$ cat src/rtl/spi_cmd_slave.sv
// spi_cmd_slave: SPI command receiver with a status reply and a consumer handshake.
// SPI pins are resynchronised into the clk domain and edges are found on the
// synchronised copies, so spi_clk must run at clk/8 or slower.
// Optional build macro SPI_FRAME_ERR_CNT_EN adds err_cnt[7:0], a saturating count
// of short, long and overrun frames. Without the macro the port and counter are absent.
`timescale 1ns/1ps
module spi_cmd_slave #(
    parameter int CMD_BITS    = 51,
    parameter int REPLY_BITS  = 6,
    parameter int SAMPLE_RISE = 1
) (
    input  logic                  clk,
    input  logic                  rst,
    input  logic                  spi_clk,
    input  logic                  spi_cs,
    input  logic                  spi_mosi,
    output logic                  spi_miso,
    input  logic [REPLY_BITS-1:0] status,
    output logic [CMD_BITS-1:0]   data,
    output logic                  dready,
    input  logic                  ack,
`ifdef SPI_FRAME_ERR_CNT_EN
    output logic [7:0]            err_cnt,
`endif
    output logic                  overrun
);

    // The bit counter must be able to hold CMD_BITS+1, which is its saturation value
    localparam int CNT_W  = $clog2(CMD_BITS + 2);
    localparam int RCNT_W = $clog2(REPLY_BITS + 1);
    localparam logic [CNT_W-1:0]  CNT_MAX  = CNT_W'(CMD_BITS + 1);
    localparam logic [CNT_W-1:0]  CNT_LEN  = CNT_W'(CMD_BITS);
    localparam logic [RCNT_W-1:0] RCNT_MAX = RCNT_W'(REPLY_BITS);

    typedef enum logic [1:0] {
        ST_IDLE         = 2'd0,
        ST_HOLD         = 2'd1,
        ST_WAIT_ACK_LOW = 2'd2
    } state_t;

    // Synchroniser and edge-detect registers. They reset low, so a chip select
    // that is already low at reset release never looks like a falling edge.
    logic r_sclk_meta, r_sclk_sync, r_sclk_d;
    logic r_cs_meta,   r_cs_sync,   r_cs_d;
    logic r_mosi_meta, r_mosi_sync;

    // Frame tracking
    logic                  r_armed;
    logic                  r_active;
    logic [CNT_W-1:0]      r_bit_cnt;
    logic [CMD_BITS-1:0]   r_shift;
    logic [REPLY_BITS-1:0] r_reply;
    logic [RCNT_W-1:0]     r_reply_cnt;
    logic                  r_miso;

    // Handshake
    state_t                r_state;
    logic [CMD_BITS-1:0]   r_data;
    logic                  r_dready;
    logic                  r_overrun;

    // Edge and frame qualifiers
    logic w_sclk_rise, w_sclk_fall;
    logic w_sample_edge, w_shift_edge;
    logic w_cs_fall, w_cs_rise;
    logic w_in_frame;
    logic w_frame_end;
    logic w_len_ok;
    logic w_accept;
    logic w_drop;

    // Two-flop synchronisers for all SPI inputs plus one extra stage for edge detection
    always_ff @(posedge clk or negedge rst) begin
        if (!rst) begin
            r_sclk_meta <= 1'b0;
            r_sclk_sync <= 1'b0;
            r_sclk_d    <= 1'b0;
            r_cs_meta   <= 1'b0;
            r_cs_sync   <= 1'b0;
            r_cs_d      <= 1'b0;
            r_mosi_meta <= 1'b0;
            r_mosi_sync <= 1'b0;
        end else begin
            r_sclk_meta <= spi_clk;
            r_sclk_sync <= r_sclk_meta;
            r_sclk_d    <= r_sclk_sync;
            r_cs_meta   <= spi_cs;
            r_cs_sync   <= r_cs_meta;
            r_cs_d      <= r_cs_sync;
            r_mosi_meta <= spi_mosi;
            r_mosi_sync <= r_mosi_meta;
        end
    end

    // Edge decode on the synchronised copies, and frame-level qualifiers
    always_comb begin
        w_sclk_rise   = r_sclk_sync & ~r_sclk_d;
        w_sclk_fall   = ~r_sclk_sync & r_sclk_d;
        if (SAMPLE_RISE != 0) begin
            w_sample_edge = w_sclk_rise;
            w_shift_edge  = w_sclk_fall;
        end else begin
            w_sample_edge = w_sclk_fall;
            w_shift_edge  = w_sclk_rise;
        end
        w_cs_fall   = r_cs_d & ~r_cs_sync;
        w_cs_rise   = ~r_cs_d & r_cs_sync;
        w_in_frame  = r_active & ~r_cs_sync;
        w_frame_end = w_cs_rise & r_active;
        w_len_ok    = (r_bit_cnt == CNT_LEN);
        w_accept    = w_frame_end & w_len_ok & (r_state == ST_IDLE);
        w_drop      = w_frame_end & ~w_accept;
    end

    // Arm only after chip select has been seen high, so a frame already in
    // progress at reset release is ignored until the next clean falling edge
    always_ff @(posedge clk or negedge rst) begin
        if (!rst) begin
            r_armed <= 1'b0;
        end else if (r_cs_sync && r_cs_d) begin
            r_armed <= 1'b1;
        end else begin
            r_armed <= r_armed;
        end
    end

    // Frame receive: command shift-in, bit count, and status reply shift-out
    always_ff @(posedge clk or negedge rst) begin
        if (!rst) begin
            r_active    <= 1'b0;
            r_bit_cnt   <= {CNT_W{1'b0}};
            r_shift     <= {CMD_BITS{1'b0}};
            r_reply     <= {REPLY_BITS{1'b0}};
            r_reply_cnt <= {RCNT_W{1'b0}};
        end else if (w_cs_fall && r_armed) begin
            r_active    <= 1'b1;
            r_bit_cnt   <= {CNT_W{1'b0}};
            r_shift     <= {CMD_BITS{1'b0}};
            r_reply     <= status;
            r_reply_cnt <= {RCNT_W{1'b0}};
        end else if (w_cs_rise) begin
            r_active    <= 1'b0;
        end else if (w_in_frame) begin
            if (w_sample_edge) begin
                r_shift <= {r_shift[CMD_BITS-2:0], r_mosi_sync};
                if (r_bit_cnt != CNT_MAX) begin
                    r_bit_cnt <= r_bit_cnt + CNT_W'(1);
                end
            end
            if (w_shift_edge) begin
                r_reply <= r_reply << 1;
                if (r_reply_cnt != RCNT_MAX) begin
                    r_reply_cnt <= r_reply_cnt + RCNT_W'(1);
                end
            end
        end
    end

    // MISO is the reply MSB during a frame until the reply is exhausted, else low
    always_ff @(posedge clk or negedge rst) begin
        if (!rst) begin
            r_miso <= 1'b0;
        end else if (w_in_frame && (r_reply_cnt != RCNT_MAX)) begin
            r_miso <= r_reply[REPLY_BITS-1];
        end else begin
            r_miso <= 1'b0;
        end
    end

    // Handshake FSM: latch accepted frames, hold dready until ack, flag overruns
    always_ff @(posedge clk or negedge rst) begin
        if (!rst) begin
            r_state   <= ST_IDLE;
            r_data    <= {CMD_BITS{1'b0}};
            r_dready  <= 1'b0;
            r_overrun <= 1'b0;
        end else begin
            // A well-formed frame that arrives while the previous one is still
            // being handed over is dropped and remembered until reset
            if (w_frame_end && w_len_ok && (r_state != ST_IDLE)) begin
                r_overrun <= 1'b1;
            end
            case (r_state)
                ST_IDLE: begin
                    if (w_accept) begin
                        r_data   <= r_shift;
                        r_dready <= 1'b1;
                        r_state  <= ST_HOLD;
                    end
                end
                ST_HOLD: begin
                    if (ack) begin
                        r_dready <= 1'b0;
                        r_state  <= ST_WAIT_ACK_LOW;
                    end
                end
                ST_WAIT_ACK_LOW: begin
                    if (!ack) begin
                        r_state <= ST_IDLE;
                    end
                end
                default: begin
                    r_dready <= 1'b0;
                    r_state  <= ST_IDLE;
                end
            endcase
        end
    end

`ifdef SPI_FRAME_ERR_CNT_EN
    logic [7:0] r_err_cnt;

    // Saturating count of short, long and overrun frames
    always_ff @(posedge clk or negedge rst) begin
        if (!rst) begin
            r_err_cnt <= 8'd0;
        end else if (w_drop && (r_err_cnt != 8'hFF)) begin
            r_err_cnt <= r_err_cnt + 8'd1;
        end else begin
            r_err_cnt <= r_err_cnt;
        end
    end

    assign err_cnt = r_err_cnt;
`endif

    assign spi_miso = r_miso;
    assign data     = r_data;
    assign dready   = r_dready;
    assign overrun  = r_overrun;

endmodule

$ cat config.mk
export PLATFORM = sky130hd
export DESIGN_NAME = spi_cmd_slave
export DESIGN_NICKNAME = d
export VERILOG_FILES = /design/src/rtl/spi_cmd_slave.sv
export SDC_FILE = /design/constraint.sdc
export NUM_CORES = 1
export LEC_CHECK = 0
export BUFFER_PORTS_ARGS = -buffer_cell sky130_fd_sc_hd__buf_4
export CAP_MARGIN = 40
export CORE_UTILIZATION = 55
export CTS_CLUSTER_DIAMETER = 40
export DETAILED_ROUTE_END_ITERATION = 12
export GPL_TIMING_DRIVEN = 1
export PLACE_DENSITY = 0.72
export SETUP_SLACK_MARGIN = 0.1
export SKIP_CTS_REPAIR_TIMING = 1
export SKIP_LAST_GASP = 1
export SLEW_MARGIN = 20
export SYNTH_ARGS = -nofsm -noshare
export SYNTH_HDL_FRONTEND = slang
export SYNTH_SLANG_ARGS = --single-unit
$ cat constraint.sdc
create_clock -name clk -period 2.1 [get_ports clk]
set_input_delay 0.42 -clock clk [delete_from_list [all_inputs] [get_ports clk]]
set_output_delay 0.42 -clock clk [all_outputs]
set_load 0.01 [all_outputs]
After elaboration in Yosys (flattened, before gate mapping)
Cells that the tools add are included.
W data, S select, Z words.
Word-level totals
  bits in read-only memories: 0
  memories kept: 0
  bits of input ports: 12
  bits in latches: 0
  output and inout bits: 54
  bits in writable memories: 0
  register bits: 132
  logic and storage cells: 91
Cells by class
  eq/ne operators: 9
  shift-type cells: 0
  multiply operators: 0
  divide/modulo/power cells: 0
  $add $sub $neg: 2
  bitwise operators: 13
  reductions and logical operators: 20
  magnitude comparators: 0
  muxes and demuxes: 28
Operator list (number)
  $mux W51: 4
  $mux W6: 9
  $mux W3: 5
  $reduce_bool A2 Y1: 7
  $reduce_and A3 Y1: 4
  $and A1 B1 Y1: 8
  $reduce_and A4 Y1: 2
  $add A6 B1 Y6 const B: 1
  $eq A6 B6 Y1 const B: 1
  $mux W2: 3
  $ne A2 B2 Y1 const B: 3
  $ne A6 B6 Y1 const B: 1
  $pmux W2 S3: 1
  $logic_and A1 B1 Y1: 5
  $mux W1: 5
  $not A1 Y1: 5
  $add A3 B1 Y3 const B: 1
  $ne A3 B3 Y1 const B: 1
  $pmux W1 S3: 1
  $eq A2 B1 Y1 const B: 1
  $eq A2 B2 Y1 const B: 1
  $logic_not A2 Y1: 1
  $ne A2 B1 Y1 const B: 1
  $reduce_and A2 Y1: 1

Logic depth before layout (Yosys ltp)
  depth in word-level cells: 7
  gate-level depth with buffers: 5
  gate-level depth less buffers: 5

Least setup slack after synthesis
No wires, ideal clock.
  path kind: register -> register
  start: reg r_bit_cnt[2]
  end: reg r_data[7], in the netlist data[7]
  stages on the path, launching flop included: 6
  clock period less this slack: 1.584 ns
  arrival: 1.459 ns
  buffers on the path: 2
  data required time: 1.975 ns
  setup time: 0.125 ns
  path slack: 0.516 ns
  cells stage by stage: dfrtp_1 clkbuf_2 and4bb_2 nand4_4 clkbuf_8 mux2_4
On the way
  cells in the longest elaborated chain, start to end: 4
Ends and longest elaborated chain
  start: declaration: RTL line 50  | logic [CNT_W-1:0] r_bit_cnt;
  start signal: assignment: RTL line 131  | r_bit_cnt <= {CNT_W{1'b0}};
  start signal: assignment: RTL line 137  | r_bit_cnt <= {CNT_W{1'b0}};
  start signal: assignment: RTL line 147  | r_bit_cnt <= r_bit_cnt + CNT_W'(1);
  $eq A6 B6 Y1: RTL line 110  | w_len_ok = (r_bit_cnt == CNT_LEN);
  $and A1 B1 Y1 (2 in series): RTL line 111  | w_accept = w_frame_end & w_len_ok & (r_state == ST_IDLE);
  $reduce_and A2 Y1 (no line)
  end signal: assignment: RTL line 174  | r_data <= {CMD_BITS{1'b0}};
  end signal: assignment: RTL line 186  | r_data <= r_shift;
  end: declaration: RTL line 58  | logic [CMD_BITS-1:0] r_data;
Every way passes these cells.
A chain may end at the register's enable or synchronous reset.

Worst setup path in the final report
  start: reg r_cs_d
  end: reg r_data[38], in the netlist data[38]
On the way
  cells in the longest elaborated chain, start to end: 6
Ends and longest elaborated chain
  start: declaration: RTL line 44  | logic r_cs_meta, r_cs_sync, r_cs_d;
  start signal: assignment: RTL line 89  | r_cs_d <= r_cs_sync;
  $not A1 Y1: RTL line 107  | w_cs_rise = ~r_cs_d & r_cs_sync;
  $and A1 B1 Y1: RTL line 107
  $and A1 B1 Y1: RTL line 109  | w_frame_end = w_cs_rise & r_active;
  $and A1 B1 Y1 (2 in series): RTL line 111
  $reduce_and A2 Y1 (no line)
Every way passes these cells.

==> metrics.txt <==
clk_lat worst skew=~0.50 ns; DP Wirelength=5630 um; CTS buffer count=17; critical path buffer and inverter count=1; die width=98.2 um; DRC=5; Clk network pwr share=roughly 51%; Fin. Hold Viols=0; dpl cells=between 500 and 600; Worst R2R Setup Slack=about 0.34 ns; n_diodes=0; cell depth of the worst flop-to-flop path=4; Req. time, crit path=2.48 ns; Remaining Overflow, GRT=0; switching pwr=1.35 mW; post-route design area=between 0.006 and 0.007 sq mm; Buffers on Ports=65; Top Ports=between 60 and 70; Multi-input gate area=0.00163 sq mm; delay-heaviest family, CP=simple AND/OR/NAND/NOR gates; # setup viols final=0; Setup TNS=0 ns; crit end category=flip-flop; maximum VDD drop=615 uV; Final Critical Period=approximately 1.8 ns; Die Area=0.00965 sq mm; Pins Over Slew Limit=0; sw frac=23.3%; Pint=4.45 mW; worst setup margin=0.342 ns; combinational power share=4.2%; DRT Pass-1 Iters=9; status=finished with violations; YS warnings=0; commonest non-fill, non-tap cell in the layout=dfrtp_1; Setup Skew=0.00759 ns; async set-or-reset flop fraction in the synthesized netlist=100%; Yosys top cell by area=dfrtp_1; final RePlAce weighted congestion=0.754; worst slew pin tran=0.540 ns; hold depth=2; H-tree depth=4; number of global-route vias before repair=3197; Routed WL=9210 um; Tot GR Track Use=22.0%; post-route insts no fill=550; Mapped Avg Cell Area=between 10 and 15 sq um; worst hold margin=0.152 ns; Starting DRT DRC Count=138; WP depth=4; worst hold path class=input port to flip-flop; Yosys reg bits=around 130; Crit Path Max Fanout=25; largest net degree at the start of global routing=60; final antenna-violating net count=0; Synth cell types=45; Post-Syn Area=0.00509 sq mm; max-cap violation count=0; initial antenna violation count=0; Synth Net Count=368; Max transition margin=64.0%; top cells by area, synth=dfrtp_1 (65%), mux2_2 (11%), a22o_1 (8.9%), clkbuf_8 (1.4%), nand2_1 (1.2%); Critical Path AT=between 2 and 2.5 ns; CTS root buf=clkbuf_8; routed len/inst=16.7 um; Vias/cell=5.70; # fillers=602; sequential cell area fraction in the yosys report=between 60% and 70%; max frequency=0.569 GHz; PwrDens=910 mW/mm^2; maximum root-to-sink buffer count=2; worst path cell trace=and4bb_2 -> nand4_4 -> buf_12 -> mux2_2; RSZ-0062 raised after global routing=false; number of flops mapped to enable cells by yosys=0; Starting Density=between 50% and 60%; global-route wire length before repair=16300 um; P&R area growth vs syn=25.1%; Post-Synthesis Cells=about 350; dpl ws=between 0.3 and 0.4 ns; part of the power in registers=a little under half; nets@finish=445; failing checks=design-rule violations; placed instance area=between 0.005 and 0.006 sq mm; CP max stage cell=dfrtp_1; row count=34; Vias=approximately 3.1k; Util after Layout=72.0%; FF+latch area=0.00330 sq mm; die height=98.2 um; final total power=5.80 mW; Core ar.=0.00885 sq mm; startpoint types=flip-flop; clock sink count=132; CP Class=flip-flop to flip-flop; Leak Pwr=3.24 nW; Reg clk slew, reported paths=0.06 ns; highest-count cells in the layout ignoring fill and taps=dfrtp_1 (132), buf_4 (69), a22o_1 (52); Synth Flop Type=dfrtp_1; CTS tree=done; share of cells above drive strength 1=37.3%; fin crit share=83.7%; top cell type's share of synthesized area=64.9%; CP peak stage delay=around 0.43 ns
-- power by group through the flow --
stage / logic (mW) / clock network, mW / registers (mW)
finish: 0.242 / 2.93 / 2.63
CTS: 0.243 / 2.98 / 2.63
detailed placement: 0.241 / 0 / 2.68
floorplan: 0.122 / 0 / 2.67
global placement: 0.236 / 0 / 2.67
global route: 0.282 / 3.10 / 2.64
-- final cells by class --
cell class              instances  share of cell area, %
well taps                     108                   2.12
multi-input cells             192                   25.5
flip-flops and latches        132                   51.8
clock inverters                14                   2.61
clock buffers                  18                   6.72
inverters                       6                  0.353
repair buffers                 80                   10.8
-- worst paths after layout --
kind,startpoint,to
setup / recovery,r_cs_d$_DFF_PN0_,data[38]$_DFFE_PN0P_
hold / removal,status[0],r_reply[0]$_DFFE_PN0P_
setup reg to reg,r_cs_d$_DFF_PN0_,data[38]$_DFFE_PN0P_
hold reg to reg,r_mosi_meta$_DFF_PN0_,r_mosi_sync$_DFF_PN0_
max in group asynchronous,rst,r_shift[4]$_DFFE_PN0P_
min in group asynchronous,rst,data[36]$_DFFE_PN0P_
-- cells in the mapped netlist (all sizes together), types with 3 or more instances --
library cell and n:
inv 6, a21oi 7, nand4 3, clkbuf 11, ha 4, a22o 52, nand3 7, nand2 16
o21ai 6, mux2 51, a31oi 5, nor2 8, dfrtp 132, buf 11
-- flip-flops by register name, summed over array words and instances, names as in the netlist --
register and flops:
data 51, r_sclk_d 1, overrun 1, r_state 2, r_mosi_meta 1, r_armed 1
r_sclk_sync 1, r_bit_cnt 6, r_reply 6, r_active 1, spi_miso 1, r_cs_sync 1
r_reply_cnt 3, r_shift 51, r_cs_d 1, dready 1, r_sclk_meta 1, r_cs_meta 1
r_mosi_sync 1
-- per-layer routing --
layer	track usage (%)	vias up	share of wire (%)
met5	0	-	0
met4	8.38	0	0.99
met3	5.65	9	3.3
met2	34.0	76	50
met1	30.2	1597	45
li1	-	1452	-
-- kinds of logic (layout without fill, tap and decap cells) --
kind of cell             count (synthesis)  in the layout  share of synthesized area [%]
buffers and inverters                   28            118                           3.34
adder cells (fa/ha/maj)                  4              4                          0.983
multiplexers                            51             51                           11.5
XOR/XNOR                                 1              1                          0.172
AO/OA/AOI/OAI                           81             81                           12.7
flip-flops                             132            132                           64.9
AND/OR/NAND/NOR                         55             55                           6.46
Power figures use the tool's default switching activity.
